[config.mk]
export PLATFORM = sky130hd
export DESIGN_NAME = chime_sequencer
export DESIGN_NICKNAME = d
export VERILOG_FILES = /design/src/rtl/chime_sequencer.sv
export SDC_FILE = /design/constraint.sdc
export NUM_CORES = 1
export LEC_CHECK = 0
export BUFFER_PORTS_ARGS = -buffer_cell sky130_fd_sc_hd__buf_4
export CAP_MARGIN = 20
export CORE_MARGIN = 1.5
export CORE_UTILIZATION = 65
export DETAILED_ROUTE_END_ITERATION = 7
export GPL_TIMING_DRIVEN = 0
export HOLD_SLACK_MARGIN = 0.1
export PLACE_DENSITY = 0.83
export SLEW_MARGIN = 20
export SYNTH_ARGS = -nofsm -noshare
export SYNTH_HDL_FRONTEND = slang
export SYNTH_SLANG_ARGS = --single-unit
[constraint.sdc]
create_clock -name clk -period 4.9 [get_ports clk]
set_input_delay 0.98 -clock clk [delete_from_list [all_inputs] [get_ports clk]]
set_output_delay 0.98 -clock clk [all_outputs]
set_load 0.02 [all_outputs]
[src/rtl/chime_sequencer.sv]
// Two-tone doorbell chime: a rising edge on button plays DING, a silent GAP, then DONG,
// and pulses done on return to IDLE. All outputs come straight from flops.
module chime_sequencer #(
    parameter logic [15:0] TONE_LEN = 16'd1000,
    parameter logic [15:0] GAP_LEN  = 16'd200,
    parameter logic [15:0] A_HALF   = 16'd10,
    parameter logic [15:0] B_HALF   = 16'd13
) (
    input  logic clk,
    input  logic rst,
    input  logic button,
    output logic a,
    output logic b,
    output logic sel,
    output logic play,
    output logic busy,
    output logic done
);

    typedef enum logic [1:0] {IDLE, DING, GAP, DONG} state_t;

    state_t      state_q, state_d;
    logic [15:0] phase_q, phase_d;
    logic [15:0] tone_q, tone_d;
    logic        button_q;
    logic        start;
    logic        a_q, a_d, b_q, b_d;
    logic        sel_q, sel_d, play_q, play_d, busy_q, busy_d, done_q, done_d;

    assign start = button & ~button_q;

    always_ff @(posedge clk or posedge rst) begin
        if (rst) begin
            state_q  <= IDLE;
            phase_q  <= 16'd0;
            tone_q   <= 16'd0;
            button_q <= 1'b0;
            a_q      <= 1'b0;
            b_q      <= 1'b0;
            sel_q    <= 1'b0;
            play_q   <= 1'b0;
            busy_q   <= 1'b0;
            done_q   <= 1'b0;
        end else begin
            state_q  <= state_d;
            phase_q  <= phase_d;
            tone_q   <= tone_d;
            button_q <= button;
            a_q      <= a_d;
            b_q      <= b_d;
            sel_q    <= sel_d;
            play_q   <= play_d;
            busy_q   <= busy_d;
            done_q   <= done_d;
        end
    end

    // phase_q counts down the cycles left in the current phase; tone_q counts down to the next toggle
    always_comb begin
        state_d = state_q;
        phase_d = phase_q;
        tone_d  = tone_q;
        a_d     = 1'b0;
        b_d     = 1'b0;
        done_d  = 1'b0;
        case (state_q)
            IDLE: begin
                if (start) begin
                    state_d = DING;
                    phase_d = TONE_LEN - 16'd1;
                    tone_d  = A_HALF - 16'd1;
                end
            end
            DING: begin
                if (phase_q == 16'd0) begin
                    state_d = GAP;
                    phase_d = GAP_LEN - 16'd1;
                end else begin
                    phase_d = phase_q - 16'd1;
                    if (tone_q == 16'd0) begin
                        a_d    = ~a_q;
                        tone_d = A_HALF - 16'd1;
                    end else begin
                        a_d    = a_q;
                        tone_d = tone_q - 16'd1;
                    end
                end
            end
            GAP: begin
                if (phase_q == 16'd0) begin
                    state_d = DONG;
                    phase_d = TONE_LEN - 16'd1;
                    tone_d  = B_HALF - 16'd1;
                end else begin
                    phase_d = phase_q - 16'd1;
                end
            end
            DONG: begin
                if (phase_q == 16'd0) begin
                    state_d = IDLE;
                    done_d  = 1'b1;
                end else begin
                    phase_d = phase_q - 16'd1;
                    if (tone_q == 16'd0) begin
                        b_d    = ~b_q;
                        tone_d = B_HALF - 16'd1;
                    end else begin
                        b_d    = b_q;
                        tone_d = tone_q - 16'd1;
                    end
                end
            end
            default: state_d = IDLE;
        endcase
        sel_d  = (state_d == DONG);
        play_d = (state_d == DING) || (state_d == DONG);
        busy_d = (state_d != IDLE);
    end

    assign a    = a_q;
    assign b    = b_q;
    assign sel  = sel_q;
    assign play = play_q;
    assign busy = busy_q;
    assign done = done_q;

endmodule

=== After elaboration in Yosys (flattened, before gate mapping) ===
Cells that the tools add are included.

* Bits in registers: 41
* Input bits: 3
* Output and inout port bits: 6
* Logic and storage cells: 59

* Add/sub/neg operators: 2
* Equal/unequal tests: 11
* Multiplexer cells: 25
* Bitwise gates (word level): 4
* Reduce and logical (&&, ||, !) cells: 7

{| class="wikitable"
|+ Operators with widths
! kind !! count
|-
| 16-bit two-way mux || 10
|-
| 16-bit one-hot mux with 4 select lines || 2
|-
| 16-bit logical NOT || 2
|-
| 16-bit by 1-bit subtractor with 16-bit output (second input constant) || 2
|-
| 1-bit two-way mux || 8
|-
| 2-bit two-way mux || 4
|-
| 2-bit inequality test (second input constant) || 4
|-
| 2-bit one-hot mux with 4 select lines || 1
|-
| 2-bit == test (second input constant) || 3
|-
| 3-bit inequality test (second input constant) || 2
|-
| 2-bit by 1-bit == test with 1-bit output (second input constant) || 2
|-
| 4-bit AND reduction || 1
|-
| 1-bit inverter || 3
|-
| 2-bit logical NOT || 1
|-
| 2-bit AND reduction || 1
|-
| 2-bit nonzero test || 1
|-
| 1-bit bitwise AND || 1
|-
| 1-bit logical OR || 1
|}

=== Logic depth before layout (Yosys ltp) ===
* Depth in word-level cells: 6
* Mapped depth: 8
* Mapped depth without buffers: 7

=== Least setup slack after synthesis ===
OpenSTA, ideal clock, no wires.

* Path type: register to register
* Start point: register phase_q[4]
* End point: register tone_q[4]
* Setup time: 0.077 ns
* Arrival time: 2.316 ns
* Required time: 4.823 ns
* Setup slack: 2.507 ns
* Cell stages (with the launch flop): 8
* Path buffers: 2
* Period minus slack after synthesis: 2.393 ns
* Cells stage by stage: dfrtp_1 buf_6 nor4_1 and4_1 mux2_2 buf_2 or3_1 a21oi_1

* Longest elaborated chain between the ends: 3
* Elaborated cells on any way between the ends: 5
* Those cells by class: eq/ne (3); reduce/logical (2)

{| class="wikitable"
|+ RTL lines
! element !! line !! RTL
|-
| start, declared || 23 || <nowiki>logic [15:0] phase_q, phase_d;</nowiki>
|-
| start signal, assigned || 46 || <nowiki>phase_q <= phase_d;</nowiki>
|-
| 16-bit logical NOT * || 75, 90, 99 ||
|-
| 2-bit inequality test (no line) || n/a ||
|-
| 4-bit AND reduction (no line) * || n/a ||
|-
| end signal, assigned || 47 || <nowiki>tone_q <= tone_d;</nowiki>
|-
| end, declared || 24 || <nowiki>logic [15:0] tone_q, tone_d;</nowiki>
|}

Every way passes the cells marked *; elsewhere a longest branch is shown, timed or not.
A chain may end at the register's enable or synchronous reset.

=== Final worst setup path ===
* Start point: register phase_q[4]
* End point: register tone_q[15]

Same word-level chain as after synthesis.

==> impl_metrics.yaml <==
run_status:
  status: "complete, no violations"
logic_synthesis:
  syn_area_per_cell_um2: 9.46
  async_reset_ff_frac: 1.00
  syn_area_um2: 2240
  yosysSeqAreaShare: 0.447
  netlist_instances: 237
  ys_ff_latch: 40
  yosys_warnings: 0
  synth_edf_count: 0
  ys_top_cells_by_count: "dfrtp_1, nor2_1, a21oi_1, o21ai_0, or4_1"
  synth_nets: 244
  synth_cell_types: 47
  synthFlopType: "dfrtp_1"
  synth_top_cell_by_area: "dfrtp_1"
  post-synth-top-count-cell: "dfrtp_1"
  synthTopCellsByArea: "dfrtp_1, or4_1, a21oi_1"
  yosysTopAreaCellShare: 0.447
sta:
  hold_violations: 0
  drv_slew: 0
  tightest_slew_ps: 794
  fin_skew_ps: 19.1
  rsz0062_at_grt: "false"
  layout_min_cycle_time_ps: 2860
  slew_headroom: 0.466
  setup_tns_ps: 0
  finalCritPeriodShare: 0.584
  setup_viol: 0
  clock.fmax_mhz: 350
drt:
  wl_per_cell_um: 15.7
  vias: 1891
  ant_nets: 0
  firstDrtPassIters: 4
  drtIter0Drc: 144
  drt_wl_total_mm: 4.70
  drc_errors: 0
  viasPerCell: 6.30
finish:
  layout-drive-gt1-share: 0.157
  fill_cells: 259
  area_growth_pct: 8.88
  diodes: 0
  nNetsFinal: 260
  finalInstanceArea_um2: 2440
  final_util: 0.737
  fin_cells: 300
clock_tree:
  cts_inserted_buffers: 5
  cts_setup_buffers: 0
  cts_max_level: 2
  cts_sinks: 40
  ctsHoldBuffers: 0
  cts_buffer_depth: 2
  cts_tree: "done"
  cts_root_buf: "clkbuf_4"
  clk_latency_ps: 360
  postCtsResizedCells: 0
  clkTransAtPathRegs_ps: 130
power_and_ir_drop:
  p_per_area_nw_per_um2: 439
  vdd_ir_drop_max_v: 0.000291
  p_leak_nw: 1.03
  power_mw: 1.07
worst_setup_path:
  arrival_ps: 3100
  path_cells: "buf_6 > nor4_1 > nand4_1 > o31a_2 > o21ai_0 > buf_2 > nor2_1"
  crit_path_end_kind: "flip-flop"
  crit_buf_inv: 2
  slowest_stage: "nor4_1"
  cp_max_fo: 10
  path_delay_family: "simple AND/OR/NAND/NOR gates"
  critical_path_class: "flip-flop to flip-flop"
  worst-endpoint-required_ps: 5140
  startpoint_type: "flip-flop"
  cpPeakStageDelay_ps: 700
grt:
  antenna_found_initial: 0
  grt_first_pass_wirelength_mm: 7.94
  grt_pass1_vias: 1745
  grt_max_degree: 26
  gr-total-overflow: 0
  grtUsageTotal: 0.287
placement:
  dpl.hpwl_mm: 3.34
  place_inst: 292
  io_buffers: 8
  dpl_cell_area_um2: 2380
  gp_congestion: 0.856
job:
  max_cap_violations: 0
floorplan:
  row_count: 21
  core_um2: 3310
  fp.dieW_um: 61.7
  dieArea_um2: 3810
  start_util: 0.677
  num_io_pins: 9
  fp.dieH_um: 61.7
hold_path:
  hold_class: "flip-flop to flip-flop"
-- final cells by class --
cell class	instances	area (um2)	share of cell area
Buffer	11	61.3	0.0251
Clock buffer	6	51.3	0.0210
Clock inverter	2	10.0	0.00410
Inverter	10	37.5	0.0154
Multi-Input combinational cell	176	1140	0.468
Sequential cell	40	1000	0.410
Tap cell	46	57.6	0.0236
Timing Repair Buffer	9	80.1	0.0328
-- final timing paths --
| check | start | to | slack [ps] | cells past startpoint |
|---|---|---|---|---|
| setup / recovery | phase_q[4] | tone_q[15] | 2040 | 7 |
| hold / removal | phase_q[15] | phase_q[15] | 500 | 1 |
| setup reg to reg | phase_q[4] | tone_q[15] | 2040 | 7 |
| hold reg to reg | phase_q[15] | phase_q[15] | 500 | 1 |
| max in group asynchronous | rst | button_q | 3860 | 3 |
| min in group asynchronous | rst | phase_q[4] | 570 | 2 |
-- sequential cells by signal, summed over array words and instances, names as in the netlist --
name,count
phase_q,16
tone_q,16
a,1
busy,1
button_q,1
b,1
state_q,1
play,1
done,1
sel,1
-- stage by stage --
stage	setup slack [ps]	hold WS [ps]
6_report	2040	499
5_1_grt	1830	527
4_1_cts	2080	492
3_5_place_dp	2130	476
3_3_place_gp	2120	475
2_1_floorplan	2510	451
-- worst reg2reg max path, stage by stage (launching register included) --
cell and delay, ps:
dfrtp_1 400, buf_6 130, nor4_1 700, nand4_1 460
o31a_2 450, o21ai_0 210, buf_2 320, nor2_1 80
-- where the power goes --
part	internal [mW]	total (mW)	switching (mW)
registers	0.432	0.546	0.114
clock network	0.0684	0.178	0.110
logic	0.177	0.347	0.169
total	0.678	1.07	0.393
-- routing by layer --
metal	track usage	share of wire	up-vias
li1	-	-	932
met1	0.425	0.49	902
met2	0.411	0.44	52
met3	0.0663	0.056	5
met4	0.106	0.012	0
met5	0	0	-
-- kinds of logic after synthesis --
logic type | Yosys count | synth area share
compound gates | 57 | 0.170
xor+xnor | 11 | 0.0430
fa+ha+maj | 4 | 0.0223
buf+inv | 21 | 0.0441
flops | 40 | 0.447
mux | 3 | 0.0140
simple gates | 101 | 0.260
-- cell usage in the layout, fill, tap and decap left out, types with 5 or more instances in the layout --
cell,count
clkbuf_4,5
xor2_1,7
buf_4,8
a21oi_1,14
o31ai_1,8
or4_1,14
nand2_1,12
nor3_1,11
nand4_1,7
nor2_1,17
dfrtp_1,40
clkbuf_1,5
nand3_1,6
or3_1,9
nor4_1,7
inv_1,9
o21ai_0,14
No activity file was read; power rests on OpenSTA's default activity.
